===== config.mk =====
export PLATFORM = sky130hd
export DESIGN_NAME = sram_lsu_flat
export DESIGN_NICKNAME = d
export VERILOG_FILES = /design/src/rtl/sram_lsu_pkg.sv /design/src/rtl/sram_lsu_if.sv /design/src/rtl/sram_lsu_align.sv /design/src/rtl/sram_lsu.sv /design/src/flat_wrapper.sv
export SDC_FILE = /design/constraint.sdc
export NUM_CORES = 1
export LEC_CHECK = 0
export CORE_MARGIN = 1.5
export CORE_UTILIZATION = 44
export CTS_BUF_LIST = sky130_fd_sc_hd__clkbuf_4 sky130_fd_sc_hd__clkbuf_8
export CTS_CLUSTER_SIZE = 25
export DETAILED_ROUTE_END_ITERATION = 7
export PLACE_DENSITY = 0.79
export SYNTH_ARGS = -nofsm -noshare
export SYNTH_HDL_FRONTEND = slang
export SYNTH_SLANG_ARGS = --single-unit

===== constraint.sdc =====
create_clock -name CLK -period 2.2 [get_ports CLK]
set_clock_uncertainty 0.2 [all_clocks]
set_input_delay 0.44 -clock CLK [delete_from_list [all_inputs] [get_ports CLK]]
set_output_delay 0.44 -clock CLK [all_outputs]
set_load 0.01 [all_outputs]

===== src/rtl/sram_lsu_pkg.sv =====
// Shared encodings for the SRAM load/store unit: access sizes, FSM states and alignment rule.
package lsu_pkg;
    localparam logic [1:0] SZ_B = 2'b00;
    localparam logic [1:0] SZ_H = 2'b01;
    localparam logic [1:0] SZ_W = 2'b10;
    localparam logic [1:0] SZ_X = 2'b11;

    typedef enum logic [2:0] {
        IDLE = 3'd0,
        RD   = 3'd1,
        CAP  = 3'd2,
        WR   = 3'd3,
        RSP  = 3'd4
    } lsu_state_e;

    // Illegal size is reported separately; this only covers natural alignment.
    function automatic logic is_misaligned(input logic [1:0] size, input logic [1:0] off);
        case (size)
            SZ_H:    return off[0];
            SZ_W:    return (off != 2'b00);
            default: return 1'b0;
        endcase
    endfunction
endpackage


===== src/rtl/sram_lsu_if.sv =====
// Core request/response channel plus the SRAM pins, bundled for the LSU.
interface sram_lsu_if #(parameter int AW = 10);
    logic          REQ_VALID;
    logic          REQ_READY;
    logic          REQ_WE;
    logic [1:0]    REQ_SIZE;
    logic          REQ_SIGNED;
    logic [31:0]   REQ_ADDR;
    logic [31:0]   REQ_WDATA;
    logic          RSP_VALID;
    logic          RSP_READY;
    logic [31:0]   RSP_RDATA;
    logic          RSP_ERR;
    logic          MEM_CSN;
    logic          MEM_WEN;
    logic [AW-1:0] MEM_A;
    logic [31:0]   MEM_DI;
    logic [31:0]   MEM_DOUT;

    // master = core plus SRAM side, slave = the LSU itself
    modport master (
        output REQ_VALID, REQ_WE, REQ_SIZE, REQ_SIGNED, REQ_ADDR, REQ_WDATA, RSP_READY, MEM_DOUT,
        input  REQ_READY, RSP_VALID, RSP_RDATA, RSP_ERR, MEM_CSN, MEM_WEN, MEM_A, MEM_DI
    );
    modport slave (
        input  REQ_VALID, REQ_WE, REQ_SIZE, REQ_SIGNED, REQ_ADDR, REQ_WDATA, RSP_READY, MEM_DOUT,
        output REQ_READY, RSP_VALID, RSP_RDATA, RSP_ERR, MEM_CSN, MEM_WEN, MEM_A, MEM_DI
    );
endinterface


===== src/rtl/sram_lsu_align.sv =====
// Lane steering: extracts/extends load data and merges sub-word store data into an old word.
module lsu_align
    import lsu_pkg::*;
(
    input  logic [31:0] rword_i,
    input  logic [31:0] wdata_i,
    input  logic [1:0]  off_i,
    input  logic [1:0]  size_i,
    input  logic        sgn_i,
    output logic [31:0] ld_data_o,
    output logic [31:0] st_word_o
);
    logic [31:0] b_sh;
    logic [7:0]  b_v;
    logic [15:0] h_v;
    logic [31:0] b_mask;
    logic [31:0] h_mask;

    assign b_sh   = rword_i >> {off_i, 3'b000};
    assign b_v    = b_sh[7:0];
    assign h_v    = off_i[1] ? rword_i[31:16] : rword_i[15:0];
    assign b_mask = 32'h0000_00FF << {off_i, 3'b000};
    assign h_mask = 32'h0000_FFFF << {off_i[1], 4'b0000};

    always_comb begin
        ld_data_o = 32'd0;
        case (size_i)
            SZ_B:    ld_data_o = {{24{sgn_i & b_v[7]}}, b_v};
            SZ_H:    ld_data_o = {{16{sgn_i & h_v[15]}}, h_v};
            SZ_W:    ld_data_o = rword_i;
            default: ld_data_o = 32'd0;
        endcase
    end

    always_comb begin
        st_word_o = wdata_i;
        case (size_i)
            SZ_B:    st_word_o = (rword_i & ~b_mask) | ((wdata_i & 32'h0000_00FF) << {off_i, 3'b000});
            SZ_H:    st_word_o = (rword_i & ~h_mask) | ((wdata_i & 32'h0000_FFFF) << {off_i[1], 4'b0000});
            default: st_word_o = wdata_i;
        endcase
    end
endmodule


===== src/rtl/sram_lsu.sv =====
// Load/store initiator for a single-port SRAM; sub-word stores are read-modify-write.
// Define LSU_RANGE_CHK_EN to reject addresses beyond the SRAM instead of aliasing them.
module sram_lsu
    import lsu_pkg::*;
#(
    parameter int AW = 10
) (
    input  logic      CLK,
    input  logic      RST,
    sram_lsu_if.slave bus
);
    lsu_state_e    state_q, state_d;
    logic          we_q, sgn_q;
    logic [1:0]    size_q, off_q;
    logic [31:0]   wdata_q;
    logic          rsp_valid_q, rsp_err_q;
    logic [31:0]   rdata_q;
    logic          csn_q, wen_q;
    logic [AW-1:0] a_q;
    logic [31:0]   di_q;
    logic [31:0]   ld_data, st_word;
    logic          accept, range_err, req_err, word_st;

    assign bus.REQ_READY = (state_q == IDLE) & ~RST;
    assign accept        = bus.REQ_VALID & bus.REQ_READY;

`ifdef LSU_RANGE_CHK_EN
    assign range_err = (bus.REQ_ADDR >> (AW + 2)) != 32'd0;
`else
    assign range_err = 1'b0;
`endif

    assign req_err = is_misaligned(bus.REQ_SIZE, bus.REQ_ADDR[1:0])
                   | (bus.REQ_SIZE == SZ_X) | range_err;
    assign word_st = bus.REQ_WE & (bus.REQ_SIZE == SZ_W);

    always_comb begin
        state_d = state_q;
        case (state_q)
            IDLE: if (accept) state_d = req_err ? RSP : (word_st ? WR : RD);
            RD:   state_d = CAP;
            CAP:  state_d = we_q ? WR : RSP;
            WR:   state_d = RSP;
            RSP:  if (bus.RSP_READY) state_d = IDLE;
            default: state_d = IDLE;
        endcase
    end

    lsu_align u_align (
        .rword_i   (bus.MEM_DOUT),
        .wdata_i   (wdata_q),
        .off_i     (off_q),
        .size_i    (size_q),
        .sgn_i     (sgn_q),
        .ld_data_o (ld_data),
        .st_word_o (st_word)
    );

    // SRAM strobes are decoded from the next state so they are registered and last one cycle.
    always_ff @(posedge CLK) begin
        if (RST) begin
            state_q     <= IDLE;
            we_q        <= 1'b0;
            sgn_q       <= 1'b0;
            size_q      <= SZ_B;
            off_q       <= 2'b00;
            wdata_q     <= 32'd0;
            rsp_valid_q <= 1'b0;
            rsp_err_q   <= 1'b0;
            rdata_q     <= 32'd0;
            csn_q       <= 1'b1;
            wen_q       <= 1'b1;
            a_q         <= '0;
            di_q        <= 32'd0;
        end else begin
            state_q     <= state_d;
            csn_q       <= ~((state_d == RD) | (state_d == WR));
            wen_q       <= ~(state_d == WR);
            rsp_valid_q <= (state_d == RSP);
            if (accept) begin
                we_q      <= bus.REQ_WE;
                sgn_q     <= bus.REQ_SIGNED;
                size_q    <= bus.REQ_SIZE;
                off_q     <= bus.REQ_ADDR[1:0];
                wdata_q   <= bus.REQ_WDATA;
                rsp_err_q <= req_err;
                rdata_q   <= 32'd0;
                if (!req_err) a_q <= bus.REQ_ADDR[AW+1:2];
                if (!req_err && word_st) di_q <= bus.REQ_WDATA;
            end
            if (state_q == CAP) begin
                if (we_q) di_q    <= st_word;
                else      rdata_q <= ld_data;
            end
        end
    end

    assign bus.RSP_VALID = rsp_valid_q;
    assign bus.RSP_ERR   = rsp_err_q;
    assign bus.RSP_RDATA = rdata_q;
    assign bus.MEM_CSN   = csn_q;
    assign bus.MEM_WEN   = wen_q;
    assign bus.MEM_A     = a_q;
    assign bus.MEM_DI    = di_q;
endmodule


===== src/flat_wrapper.sv =====
// flat-port wrapper written by rule: the top's interface ports become plain ports
module sram_lsu_flat import lsu_pkg::*;
#(
    parameter int AW = 10
)
  (CLK, RST, bus_REQ_VALID, bus_REQ_WE, bus_REQ_SIZE, bus_REQ_SIGNED, bus_REQ_ADDR, bus_REQ_WDATA, bus_RSP_READY, bus_MEM_DOUT, bus_REQ_READY, bus_RSP_VALID, bus_RSP_RDATA, bus_RSP_ERR, bus_MEM_CSN, bus_MEM_WEN, bus_MEM_A, bus_MEM_DI);
  sram_lsu_if #(.AW(AW)) bus_i ();
  input  logic CLK;
  input  logic RST;
  input wire logic [$bits(bus_i.REQ_VALID)-1:0] bus_REQ_VALID;
  input wire logic [$bits(bus_i.REQ_WE)-1:0] bus_REQ_WE;
  input wire logic [$bits(bus_i.REQ_SIZE)-1:0] bus_REQ_SIZE;
  input wire logic [$bits(bus_i.REQ_SIGNED)-1:0] bus_REQ_SIGNED;
  input wire logic [$bits(bus_i.REQ_ADDR)-1:0] bus_REQ_ADDR;
  input wire logic [$bits(bus_i.REQ_WDATA)-1:0] bus_REQ_WDATA;
  input wire logic [$bits(bus_i.RSP_READY)-1:0] bus_RSP_READY;
  input wire logic [$bits(bus_i.MEM_DOUT)-1:0] bus_MEM_DOUT;
  output wire logic [$bits(bus_i.REQ_READY)-1:0] bus_REQ_READY;
  output wire logic [$bits(bus_i.RSP_VALID)-1:0] bus_RSP_VALID;
  output wire logic [$bits(bus_i.RSP_RDATA)-1:0] bus_RSP_RDATA;
  output wire logic [$bits(bus_i.RSP_ERR)-1:0] bus_RSP_ERR;
  output wire logic [$bits(bus_i.MEM_CSN)-1:0] bus_MEM_CSN;
  output wire logic [$bits(bus_i.MEM_WEN)-1:0] bus_MEM_WEN;
  output wire logic [$bits(bus_i.MEM_A)-1:0] bus_MEM_A;
  output wire logic [$bits(bus_i.MEM_DI)-1:0] bus_MEM_DI;
  assign bus_i.REQ_VALID = bus_REQ_VALID;
  assign bus_i.REQ_WE = bus_REQ_WE;
  assign bus_i.REQ_SIZE = bus_REQ_SIZE;
  assign bus_i.REQ_SIGNED = bus_REQ_SIGNED;
  assign bus_i.REQ_ADDR = bus_REQ_ADDR;
  assign bus_i.REQ_WDATA = bus_REQ_WDATA;
  assign bus_i.RSP_READY = bus_RSP_READY;
  assign bus_i.MEM_DOUT = bus_MEM_DOUT;
  assign bus_REQ_READY = bus_i.REQ_READY;
  assign bus_RSP_VALID = bus_i.RSP_VALID;
  assign bus_RSP_RDATA = bus_i.RSP_RDATA;
  assign bus_RSP_ERR = bus_i.RSP_ERR;
  assign bus_MEM_CSN = bus_i.MEM_CSN;
  assign bus_MEM_WEN = bus_i.MEM_WEN;
  assign bus_MEM_A = bus_i.MEM_A;
  assign bus_MEM_DI = bus_i.MEM_DI;
  sram_lsu #(.AW(AW)) u_core (.CLK(CLK), .RST(RST), .bus(bus_i));
endmodule

### Yosys cells after proc, flatten, opt, wreduce, memory -nomap -nowiden

Index checks and enable logic that the tools add are counted.

| storage, ports and cells | value |
|---|---|
| flip-flop bits (word level) | 119 |
| input bits | 104 |
| output and inout bits | 79 |
| logic and storage cells | 70 |

| operators by class | value |
|---|---|
| eq/ne operators | 12 |
| shift-type cells | 5 |
| multiplexer cells | 17 |
| bitwise gates (word level) | 17 |
| reductions and logical operators | 6 |

Operators by type and width:

| kind | count |
|---|---|
| 32-bit two-way mux | 7 |
| 32-bit one-hot mux with 3 select lines | 1 |
| 32-bit AND | 2 |
| 32-bit inverter | 2 |
| 32-bit bitwise OR | 2 |
| 32-bit one-hot mux with 2 select lines | 1 |
| 16-bit by 5-bit left shift with 32-bit output | 1 |
| 16-bit by 5-bit left shift with 32-bit output, first input constant | 1 |
| 8-bit by 5-bit left shift with 32-bit output | 1 |
| 8-bit by 5-bit left shift with 32-bit output, first input constant | 1 |
| 32-bit by 5-bit right shift with 8-bit output | 1 |
| 16-bit two-way mux | 1 |
| 3-bit one-hot mux with 5 select lines | 1 |
| 3-bit two-way mux | 4 |
| 3-bit by 2-bit equality test with 1-bit output, second input constant | 3 |
| 2-bit equality test, second input constant | 3 |
| 3-bit by 1-bit equality test with 1-bit output, second input constant | 2 |
| 3-bit equality test, second input constant | 2 |
| 1-bit AND | 5 |
| 2-bit by 1-bit equality test with 1-bit output, second input constant | 2 |
| 1-bit inverter | 4 |
| 3-bit zero test | 1 |
| 2-bit zero test | 1 |
| 2-bit two-way mux | 1 |
| 6 further kinds | 7 |

### Depth between registers and ports, before layout

Gate-level depths: netlist (run 1).

| logic depth | value |
|---|---|
| word-level depth | 9 |
| mapped depth | 8 |
| depth with buffers taken out | 7 |

### Cells and area by module

A second synthesis (run 1) with hierarchy kept.

| second synthesis, totals | value |
|---|---|
| cell total of the unflattened synthesis | 814 |
| area total of the unflattened synthesis | 6200.9 um^2 |

By module, submodules not included:

| module | times used | cells an instance | area an instance (um^2) | seq. area each (um^2) |
|---|---|---|---|---|
| sram_lsu | 1 | 584 | 4687.0 | 2382.3 |
| lsu_align | 1 | 230 | 1514.0 | 0.0 |

### Worst setup path before layout (run 1)

Ideal clock, no wire load.

| path | value |
|---|---|
| kind | input -> register |
| start point | input port bus_REQ_SIZE[0] |
| end point | register u_core.di_q[4] (netlist: u_core.bus.MEM_DI[4]) |
| library setup time | 0.092 ns |
| arrival time | 1.844 ns |
| data required time | 1.908 ns |
| setup slack | 0.064 ns |
| stages | 8 |
| buffers on the path | 2 |
| cell sequence | inv_1 -> ha_1 -> o21ai_0 -> a21o_1 -> clkbuf_1 -> clkbuf_1 -> a211oi_1 -> nor4_1 |

| between the ends | value |
|---|---|
| cells in the longest elaborated chain, start to end | 9 |
| elaborated cells on any way between the ends | 12 |
| those cells by class | 3 x eq/ne; 5 x mux; 2 x bitwise; 2 x reduce/logical |

RTL lines:

| item | line | source |
|---|---|---|
| start, declared | flat_wrapper.sv:12 | `input wire logic [$bits(bus_i.REQ_SIZE)-1:0] bus_REQ_SIZE;` |
| 2-bit equality test or 2-bit by 1-bit equality test with 1-bit output (tied branches) | sram_lsu_pkg.sv:18, sram_lsu.sv:35 |  |
| 1-bit one-hot mux with 2 select lines | sram_lsu_pkg.sv:18 | `case (size)` |
| 1-bit bitwise OR | sram_lsu.sv:34 | `\| (bus.REQ_SIZE == SZ_X) \| range_err;` |
| 1-bit zero test | -- |  |
| 1-bit logical AND * | sram_lsu.sv:89 | `if (!req_err && word_st) di_q <= bus.REQ_WDATA;` |
| 32-bit two-way mux * | sram_lsu.sv:89 |  |
| 32-bit two-way mux * | sram_lsu.sv:80 | `if (accept) begin` |
| 32-bit two-way mux | sram_lsu.sv:92 | `if (we_q) di_q <= st_word;` |
| 32-bit two-way mux * | sram_lsu.sv:91 | `if (state_q == CAP) begin` |
| end signal, assigned | sram_lsu.sv:89 |  |
| end signal, assigned | sram_lsu.sv:92 |  |
| end, declared | sram_lsu.sv:20 | `logic [31:0] di_q;` |

Mark *: on every way between the ends. The rest lies on a longest branch, timed or not.
A chain may end at the register's enable or synchronous reset.

### Worst setup path after layout (run 1)

| path | value |
|---|---|
| start point | input port bus_REQ_SIZE[1] |
| end point | register u_core.di_q[16] (netlist: u_core.bus.MEM_DI[16]) |

Same word-level chain as after synthesis.

==> results of run 1 <==
-- cells in the final DEF, fill, tap and decap left out, drive strengths merged, types with 12 or more instances in the layout --
master         instances
clkdlybuf4s50        159
a211oi                26
o21ai                 21
nand2                101
a221oi                16
nor2                  37
a21oi                 62
mux2                  24
nor4                  34
buf                   63
dfxtp                119
mux2i                 17
clkbuf                22
nand2b                12
a221o                 17
-- logic make-up after synthesis --
family                     Yosys count  synth area share, %
AOI/OAI and AO/OA                  228                27.27
adders and majority gates            3               0.6203
buffers and inverters               81                5.499
DFF                                119                39.36
muxes                               42                7.649
and+or+nand+nor                    234                19.60
-- per-stage QoR --
stage | total power [W] | setup TNS (ps) | util [%] | setup WS [ps] | cell area, µm²
after floorplan | 0.002901 | 0 | - | 63.85 | 6052
after global placement | 0.003393 | -19480 | 60.49 | -357.3 | 8074
after detailed placement | 0.003423 | -25150 | 60.49 | -427.7 | 8074
after CTS | 0.005372 | 0 | 63.53 | 15.58 | 8479
after global routing | 0.005580 | -3.788 | 63.94 | -3.788 | 8534
final | 0.005371 | 0 | 63.94 | 77.13 | 8534
-- power breakdown --
group          switching [W]  internal (W)  total (W)
logic               0.000550      0.000506    0.00106
clock network       0.000861       0.00110    0.00196
registers          0.0000978       0.00225    0.00235
-- routing by layer --
metal	up-vias	global-route usage, %	share of wire (%)
met2	351	44.32	45
met3	59	7.406	9.7
met5	-	0	0
met1	3066	37.91	42
li1	3024	-	-
met4	0	12.72	3.2
-- tightest hold or removal path, cell delays in order --
cell and delay, ps:
dlymetal6s2s_1 160, nand2_1 90, a21oi_1 60
-- sequential cells by signal, summed over array words and instances, names as in the netlist, 2 cells and up --
| name | count |
|---|---|
| u_core.state_q | 3 |
| u_core.wdata_q | 32 |
| u_core.bus.RSP_RDATA | 32 |
| u_core.bus.MEM_A | 10 |
| u_core.bus.MEM_DI | 32 |
| u_core.off_q | 2 |
| u_core.size_q | 2 |
-- layout make-up --
type / instances / area [µm²] / area share, %
Clock buffer: 22 / 290.3 / 3.401
Timing Repair Buffer: 224 / 2136 / 25.03
Sequential cell: 119 / 2387 / 27.97
Clock inverter: 8 / 98.84 / 1.158
Tap cell: 176 / 220.2 / 2.580
Inverter: 8 / 30.03 / 0.3519
Multi-Input combinational cell: 507 / 3372 / 39.51
-- worst max path at each step --
| stage | cells after the start | endpoint | slack [ps] |
|---|---|---|---|
| after floorplan | 8 | u_core.bus.MEM_DI[4]$_SDFF_PP0_ | 60 |
| after global placement | 9 | u_core.bus.MEM_DI[21]$_SDFF_PP0_ | -360 |
| after detailed placement | 8 | u_core.bus.MEM_DI[14]$_SDFF_PP0_ | -430 |
| after CTS | 6 | u_core.bus.MEM_DI[10]$_SDFF_PP0_ | 20 |
| after global routing | 7 | u_core.bus.MEM_DI[7]$_SDFF_PP0_ | -4 |
| final | 9 | u_core.bus.MEM_DI[16]$_SDFF_PP0_ | 80 |
-- repair_timing --
action                                  4_1_cts  5_1_grt
resized for setup                             6       14
cloned                                        0        0
endpoints found under the setup margin       25       59
pin swaps                                     0        3
buffers inserted                              0        2
==> summary.md, run 1 <==
| Metric | Value |
|---|---|
| Status | `complete, no violations` |
| Min-Delay Path Depth | `3` |
| CTS Root Cell | `clkbuf_8` |
| TritonCTS sink count | `roughly 120` |
| Arrival @ worst endpoint | `2290 ps` |
| Post-synth EDFFs | `0` |
| Antenna violations before repair | `0` |
| Clock-pin transition on the worst setup and hold timing paths | `around 70 ps` |
| Fin crit share | `96.49%` |
| Worst min path class | `input port to flop` |
| Min Hold Slack | `149.0 ps` |
| Drt pass-1 iters | `5` |
| PwrDens | `629.3 nW/µm²` |
| Hold EP | `u_core.size_q[0]$_SDFFE_PP0N_` |
| Tightest Pin Transition | `674.0 ps` |
| CTS max path bufs | `2` |
| Layout cells sized above 1 | `16.10%` |
| CP Buf/Inv Count | `4` |
| Worst skew pair latency | `450 ps` |
| H-tree depth | `4` |
| Post-Syn Instances | `707` |
| Total wire length | `about 21000 µm` |
| Rows | `42` |
| I/O pins | `183` |
| Remaining antenna violation count | `0` |
| Yosys cell types | `50` |
| Area of the mapped netlist | `about 6100 µm²` |
| Maxcap violations | `0` |
| Most area-consuming cells after synthesis | `dfxtp_1, nand2_1, a21oi_1` |
| Fin crit period | `around 2100 ps` |
| CP Launch Point | `bus_REQ_SIZE[1]` |
| Sequential share of the synthesized area | `about two fifths` |
| Non-Filler Instances | `~1.1k` |
| Initial Util | `45.34%` |
| Leakage | `3.147 nW` |
| Crit path max fanout | `8` |
| Net count, final | `just under 1k` |
| DR WL/cell | `a little under 20 µm` |
| Filler instances | `1101` |
| R2r startpoint | `u_core.state_q[1]$_SDFF_PP0_` |
| Count leader, synth | `dfxtp_1` |
| Synthesized area per cell | `8.560 µm²` |
| CP delay by family, top | `buffers and inverters` |
| Reg2Reg Depth | `7` |
| WP data required | `around 2400 ps` |
| CP Capture Type | `flop` |
| Core Region | `13350 µm²` |
| Peak supply drop | `around 0.42 mV` |
| CTS tree | `done` |
| Pin count of the biggest net entering global routing | `45` |
| Max Freq | `471.1 MHz` |
| Most used cell, CP | `buf_4` |
| Reg2reg setup slack | `110 ps` |
| # DRC | `0` |
| Fraction of registers with async set/reset | `0%` |
| YS warnings | `0` |
| CTS Buf Count | `17` |
| Hold buffer count at cts | `0` |
| Post-Synthesis Net Count | `814` |
| Global-route wire length before repair | `32660 µm` |
| Die width | `120.3 µm` |
| N_diodes | `0` |
| Min-delay src | `bus_REQ_SIZE[0]` |
| Placed Cells | `between 1k and 1.5k` |
| IO buf count | `162` |
| Final Max Tran Viols | `0` |
| Placer congestion estimate | `0.9420` |
| Biggest area consumer among synthesized cells | `dfxtp_1` |
| Synth Flop Type | `dfxtp_1` |
| Number of global-route vias before repair | `6235` |
| GRT overflow | `0` |
| Final setup vio count | `0` |
| #FFs+latches synth | `119` |
| Max_slew headroom | `54.92%` |
| Initial detailed-routing violation count | `578` |
| Crit-path cells | `clkdlybuf4s50_1 -> ha_1 -> buf_4 -> nand2_1 -> a21oi_1 -> buf_4 -> nor2_1 -> buf_4 -> o211ai_1` |
| Via/cell ratio | `6.109` |
| Die ar. | `approximately 14000 µm²` |
| Critical path type | `input port to flop` |
| Synth-to-Final Area Change | `41.02%` |
| RR Endpoint | `u_core.bus.MEM_DI[13]$_SDFF_PP0_` |
| Vias | `6500` |
| Share of the synthesized area in the top cell type | `between 30 and 40%` |
| GR Util All Layers | `28.73%` |
| Slowest-stage cell, CP | `clkdlybuf4s50_1` |
| CP Launch Type | `input port` |
| Die height | `roughly 120 µm` |
| Commonest cells in the netlist | `dfxtp_1, nand2_1, a21oi_1` |
| Final Hold Fails | `0` |
| Post-DP HPWL | `between 15000 and 20000 µm` |
| Max stage delay on crit path | `approximately 520 ps` |
Note: power is estimated with default switching activity, not from simulation.
==> run 2, diff against run 1 <==
- CORE_MARGIN: 1.5 -> not set
- CORE_UTILIZATION: 44 -> 48
- PLACE_DENSITY: 0.79 -> 0.81
- SKIP_CTS_REPAIR_TIMING: not set -> 1
- clock period: 2.2 -> 2.7 ns (I/O delays scaled with it)
==> summary.md, run 2 (synthesis gave the netlist of run 1 again) <==
| Metric | Value |
|---|---|
| WP data required | `1960 ps (was 2370 ps)` |
| Layout cells sized above 1 | `12.20% (was 16.10%)` |
| Remaining antenna violation count | `0 (unchanged)` |
| Die height | `114.3 µm (was 120.3 µm)` |
| Initial detailed-routing violation count | `759 (was 578)` |
| Final Max Tran Viols | `0 (unchanged)` |
| CTS Buf Count | `17 (unchanged)` |
| Clock-pin transition on the worst setup and hold timing paths | `70 ps (about the same)` |
| Min-delay src | `u_core.wdata_q[16]$_SDFFE_PP0N_ (was bus_REQ_SIZE[0])` |
| Synth-to-Final Area Change | `36.65% (was 41.02%)` |
| Drt pass-1 iters | `5 (unchanged)` |
| Global-route wire length before repair | `31240 µm (was 32660 µm)` |
| Filler instances | `966 (was 1101)` |
| Pin count of the biggest net entering global routing | `58 (was 45)` |
| Peak supply drop | `0.3979 mV (was 0.4231 mV)` |
| Setup ws final | `143.7 ps (was 77.13 ps)` |
| CP Launch Point | `u_core.state_q[1]$_SDFF_PP0_ (was bus_REQ_SIZE[1])` |
| I/O pins | `183 (unchanged)` |
| IO buf count | `162 (unchanged)` |
| Worst skew pair latency | `450 ps (about the same)` |
| PwrDens | `536.1 nW/µm² (was 629.3 nW/µm²)` |
| Rows | `40 (was 42)` |
| Max Freq | `391.2 MHz` |
| Antenna violations before repair | `0 (unchanged)` |
| DR WL/cell | `19.42 µm (was 19.44 µm)` |
| Status | `complete, no violations (unchanged)` |
| Leakage | `2.988 nW (was 3.147 nW)` |
| Net count, final | `956 (was 984)` |
| N_diodes | `0 (unchanged)` |
| Most frequent cells in the layout | `clkdlybuf4s50_1, dfxtp_1, nand2_1 (unchanged)` |
| Initial Util | `49.76% (was 45.34%)` |
| Maxcap violations | `0 (unchanged)` |
| Most common cell after layout, fill and taps aside | `clkdlybuf4s50_1 (unchanged)` |
| Fin crit share | `a little over nine tenths` |
| # DRC | `0 (unchanged)` |
| R2r startpoint | `u_core.state_q[1]$_SDFF_PP0_ (unchanged)` |
| CP Capture Type | `output pin (was flop)` |
| Fin crit period | `2556 ps` |
| Setup TNS Final | `0 ps (unchanged)` |
| Tightest Pin Transition | `996.7 ps (was 674.0 ps)` |
| Critical path type | `flop to output pin (was input port to flop)` |
| Core Region | `12160 µm² (was 13350 µm²)` |
| GRT overflow | `0 (unchanged)` |
| Placer congestion estimate | `0.9280 (was 0.9420)` |
| Arrival @ worst endpoint | `1820 ps (was 2290 ps)` |
| Max_slew headroom | `33.31% (was 54.92%)` |
| Register area | `2382 µm² (was 2387 µm²)` |
| CTS Root Cell | `clkbuf_8 (unchanged)` |
| Unrepaired setup endpoints after global routing | `no` |
| Die ar. | `13060 µm² (was 14470 µm²)` |
| CP Launch Type | `flop (was input port)` |
| Final Hold Fails | `0 (unchanged)` |
| Setup WS pre-CTS | `-42.11 ps (was -427.7 ps)` |
| Final setup vio count | `0 (unchanged)` |
| CTS max path bufs | `2 (unchanged)` |
| TritonCTS sink count | `119 (unchanged)` |
| Vias | `6371 (was 6500)` |
| Crit path max fanout | `10 (was 8)` |
| CTS tree | `done (unchanged)` |
| Die width | `114.3 µm (was 120.3 µm)` |
| Via/cell ratio | `6.191 (was 6.109)` |
| GR Util All Layers | `31.02% (was 28.73%)` |
| Total wire length | `19990 µm (was 20680 µm)` |
| Worst min path class | `flop to flop (was input port to flop)` |
| Number of global-route vias before repair | `5915 (was 6235)` |
| H-tree depth | `4 (unchanged)` |
| Footprint of the multi-input gates | `3337 µm² (was 3372 µm²)` |
| Post-DP HPWL | `14620 µm (was 15200 µm)` |
## run 2: cell types whose count changed in the layout (fill, tap and decap cells not counted), sizes merged
cell,delta
clkdlybuf4s50,+2
dlymetal6s2s,-1
clkbuf,+1
clkinv,-2
bufinv,+1
dlygate4sd2,-1
clkinvlp,+1
buf,-28
## run 2: routing by layer
metal	wire, µm	vias up	global-route usage, %
met5	0	-	0
met2	9019	362	49.01
li1	-	2960	-
met3	1760	49	7.041
met4	607	0	12.90
met1	8598	3000	40.86
## run 2: stage by stage
step | total power, W | hold slack, ps | utilization [%] | cell area (µm²) | cells
after CTS | 0.004429 | 252.0 | 68.00 | 8270 | 1029
final | 0.004433 | 252.0 | 68.00 | 8270 | 1029
after detailed placement | 0.002742 | 242.2 | 64.60 | 7856 | 998
after global placement | 0.002719 | 239.2 | 64.60 | 7856 | 998
after global routing | 0.004598 | 267.1 | 68.00 | 8270 | 1029
after floorplan | 0.002364 | 231.2 | - | 6052 | 707
## run 2: path summary, 6_finish.rpt
check / endpoint / slack [ps] / cells past startpoint
setup / recovery: bus_REQ_READY / 140 / 2
hold / removal: u_core.wdata_q[16]$_SDFFE_PP0N_ / 250 / 2
setup reg to reg: u_core.bus.RSP_RDATA[28]$_SDFF_PP0_ / 290 / 4
hold reg to reg: u_core.wdata_q[16]$_SDFFE_PP0N_ / 250 / 2
## run 2: layout make-up
| cell class | instances | area share, % |
|---|---|---|
| clock buffers | 23 | 3.525 |
| clock inverters | 8 | 1.483 |
| inverters | 8 | 0.3631 |
| multi-input cells | 507 | 40.35 |
| flip-flops and latches | 119 | 28.80 |
| well taps | 168 | 2.542 |
| repair buffers | 196 | 22.93 |
## run 2: where the power goes
group,switching (W),internal [W]
combinational,0.000430,0.000375
clock,0.000712,0.000994
sequential,0.0000869,0.00184
## run 2: worst max-delay path, stage by stage (launching register included)
cell and delay [ps]:
dfxtp_1 440, nor4_1 320, clkdlybuf4s50_1 610
==> run 3, diff against run 2 <==
- CORE_UTILIZATION: 48 -> 44
- PLACE_DENSITY: 0.81 -> 0.79
- clock period: 2.7 -> 2.2 ns (I/O delays scaled with it)
==> summary.md, run 3 (synthesis gave the netlist of run 1 again) <==
| Metric | Value |
|---|---|
| Slowest-stage cell, CP | `clkdlybuf4s50_1 (unchanged)` |
| Max_slew headroom | `54.66% (was 33.31%)` |
| CTS Root Cell | `clkbuf_8 (unchanged)` |
| Reg2Reg Depth | `5 (was 4)` |
| Min-delay src | `RST (was u_core.wdata_q[16]$_SDFFE_PP0N_)` |
| CP Capture Type | `flop (was output pin)` |
| Post-DP HPWL | `14870 µm (was 14620 µm)` |
| RR Endpoint | `u_core.bus.MEM_DI[0]$_SDFF_PP0_ (was u_core.bus.RSP_RDATA[28]$_SDFF_PP0_)` |
| Min-Delay Path Depth | `3 (was 2)` |
| Antenna violations before repair | `0 (unchanged)` |
| Reg2reg setup slack | `70 ps (was 290 ps)` |
| Number of global-route vias before repair | `6133 (was 5915)` |
| Synth-to-Final Area Change | `41.70% (was 36.65%)` |
| Placer congestion estimate | `0.9262 (was 0.9280)` |
| Most frequent cells in the layout | `clkdlybuf4s50_1, dfxtp_1, nand2_1 (unchanged)` |
| Arrival @ worst endpoint | `2300 ps (was 1820 ps)` |
| Clock-pin transition on the worst setup and hold timing paths | `70 ps (about the same)` |
| Crit path max fanout | `16 (was 10)` |
| R2r startpoint | `u_core.state_q[2]$_SDFF_PP0_ (was u_core.state_q[1]$_SDFF_PP0_)` |
| Setup WS pre-CTS | `-420.5 ps (was -42.11 ps)` |
| Unrepaired setup endpoints after global routing | `no (unchanged)` |
| Peak supply drop | `0.4759 mV (was 0.3979 mV)` |
| CP Launch Type | `input port (was flop)` |
| CTS tree | `done (unchanged)` |
| CTS max path bufs | `2 (unchanged)` |
| Rows | `42 (was 40)` |
| GRT overflow | `0 (unchanged)` |
| DR WL/cell | `19.35 µm (was 19.42 µm)` |
| Fin crit period | `about 2200 ps` |
| Register area | `2387 µm² (was 2382 µm²)` |
| Global-route wire length before repair | `32600 µm (was 31240 µm)` |
| Final Max Tran Viols | `0 (unchanged)` |
| Maxcap violations | `0 (unchanged)` |
| Status | `complete, no violations (unchanged)` |
| Hold EP | `u_core.state_q[1]$_SDFF_PP0_ (was u_core.wdata_q[16]$_SDFFE_PP0N_)` |
| Final setup vio count | `0 (unchanged)` |
| Setup TNS Final | `0 ps (unchanged)` |
| Die width | `119.3 µm (was 114.3 µm)` |
| H-tree depth | `4 (unchanged)` |
| Crit-path cells | `clkdlybuf4s50_1 -> ha_1 -> nor2_1 -> and4_1 -> buf_4 -> a211oi_1 -> nor4_1 (was nor4_1 -> clkdlybuf4s50_1)` |
| CP Buf/Inv Count | `2 (was 1)` |
| Vias | `6499 (was 6371)` |
| WP data required | `2350 ps (was 1960 ps)` |
| Filler instances | `1148 (was 966)` |
| Final Hold Fails | `0 (unchanged)` |
| Most common cell after layout, fill and taps aside | `clkdlybuf4s50_1 (unchanged)` |
| Fin crit share | `around 100%` |
| Worst min path class | `input port to flop (was flop to flop)` |
| N_diodes | `0 (unchanged)` |
| CTS Buf Count | `17 (unchanged)` |
| Layout cells sized above 1 | `15.54% (was 12.20%)` |
| Initial detailed-routing violation count | `752 (was 759)` |
| IO buf count | `162 (unchanged)` |
| Remaining antenna violation count | `0 (unchanged)` |
| CP delay by family, top | `simple AND/OR/NAND/NOR gates (was buffers and inverters)` |
| # DRC | `0 (unchanged)` |
| Pin count of the biggest net entering global routing | `67 (was 58)` |
| Net count, final | `982 (was 956)` |
| Die ar. | `14230 µm² (was 13060 µm²)` |
| Die height | `119.3 µm (was 114.3 µm)` |
| GR Util All Layers | `29.47% (was 31.02%)` |
| Setup ws final | `46.49 ps (was 143.7 ps)` |
| Core Region | `13350 µm² (was 12160 µm²)` |
| PwrDens | `645.7 nW/µm² (was 536.1 nW/µm²)` |
| Initial Util | `45.34% (was 49.76%)` |
| I/O pins | `183 (unchanged)` |
| Total wire length | `20590 µm (was 19990 µm)` |
| Max stage delay on crit path | `480 ps (was 610 ps)` |
| Critical path type | `input port to flop (was flop to output pin)` |
| Drt pass-1 iters | `5 (unchanged)` |
| Tightest Pin Transition | `679.4 ps (was 996.7 ps)` |
| Max Freq | `464.4 MHz` |
| Worst skew pair latency | `460 ps (was 450 ps)` |
| Via/cell ratio | `6.108 (was 6.191)` |
| Footprint of the multi-input gates | `3353 µm² (was 3337 µm²)` |
| TritonCTS sink count | `119 (unchanged)` |
| Leakage | `3.167 nW (was 2.988 nW)` |
[run 3: cell types whose count changed in the layout (fill, tap and decap cells not counted), moves of 2 or more]
cell / before / now
clkinvlp_4: 3 / 1
buf_6: 0 / 2
buf_4: 32 / 51
clkinv_2: 2 / 5
dfxtp_1: 119 / 115
dfxtp_2: 0 / 4
buf_12: 2 / 7
[run 3: layout make-up]
cell class / instances / area share, %
flip-flops and latches: 119 / 27.84
clock inverters: 9 / 1.430
well taps: 176 / 2.568
clock buffers: 23 / 3.472
multi-input cells: 507 / 39.10
inverters: 8 / 0.3502
repair buffers: 222 / 25.24
[run 3: per-stage QoR]
step	instance area (µm²)	util, %	hold WS [ps]	total power (W)	cells
floorplan	6052	-	231.2	0.002901	707
detailed placement	8082	60.55	242.1	0.003427	1028
global route	8576	64.25	197.1	0.005765	1064
finish	8576	64.25	193.0	0.005538	1064
global placement	8082	60.55	239.8	0.003401	1028
CTS	8502	63.70	171.1	0.005526	1060
[run 3: power by group]
group          switching, W  total (W)  internal (W)
registers         0.0000962    0.00235       0.00225
clock network      0.000881    0.00212       0.00124
logic              0.000556    0.00107      0.000513
[run 3: worst reg2reg max path, cell delays in order, from the launching register on]
cell and delay [ps]:
dfxtp_2 390, nor4b_4 400, and4_1 300, buf_4 250
a211oi_1 120, nor4_1 350
[run 3: routing by layer]
metal  global-route usage [%]  up-vias  routed length, µm
met3                    8.669       47               1810
met5                        0        -                  0
li1                         -     3015                  -
met4                    10.76        0                457
met1                    38.79     3091               8996
met2                    45.42      346               9327
[run 3: worst max-delay path by stage]
stage	start	endpoint	slack, ps	depth (start not counted)
5_1_grt	u_core.state_q[2]$_SDFF_PP0_	u_core.bus.MEM_DI[0]$_SDFF_PP0_	2	5
2_1_floorplan	bus_REQ_SIZE[0]	u_core.bus.MEM_DI[4]$_SDFF_PP0_	60	8
6_report	bus_REQ_SIZE[1]	u_core.bus.MEM_DI[0]$_SDFF_PP0_	50	7
3_5_place_dp	bus_REQ_SIZE[0]	u_core.bus.MEM_DI[12]$_SDFF_PP0_	-420	8
4_1_cts	u_core.state_q[1]$_SDFF_PP0_	bus_REQ_READY	-270	2
3_3_place_gp	bus_MEM_DOUT[31]	u_core.bus.RSP_RDATA[25]$_SDFF_PP0_	-380	5
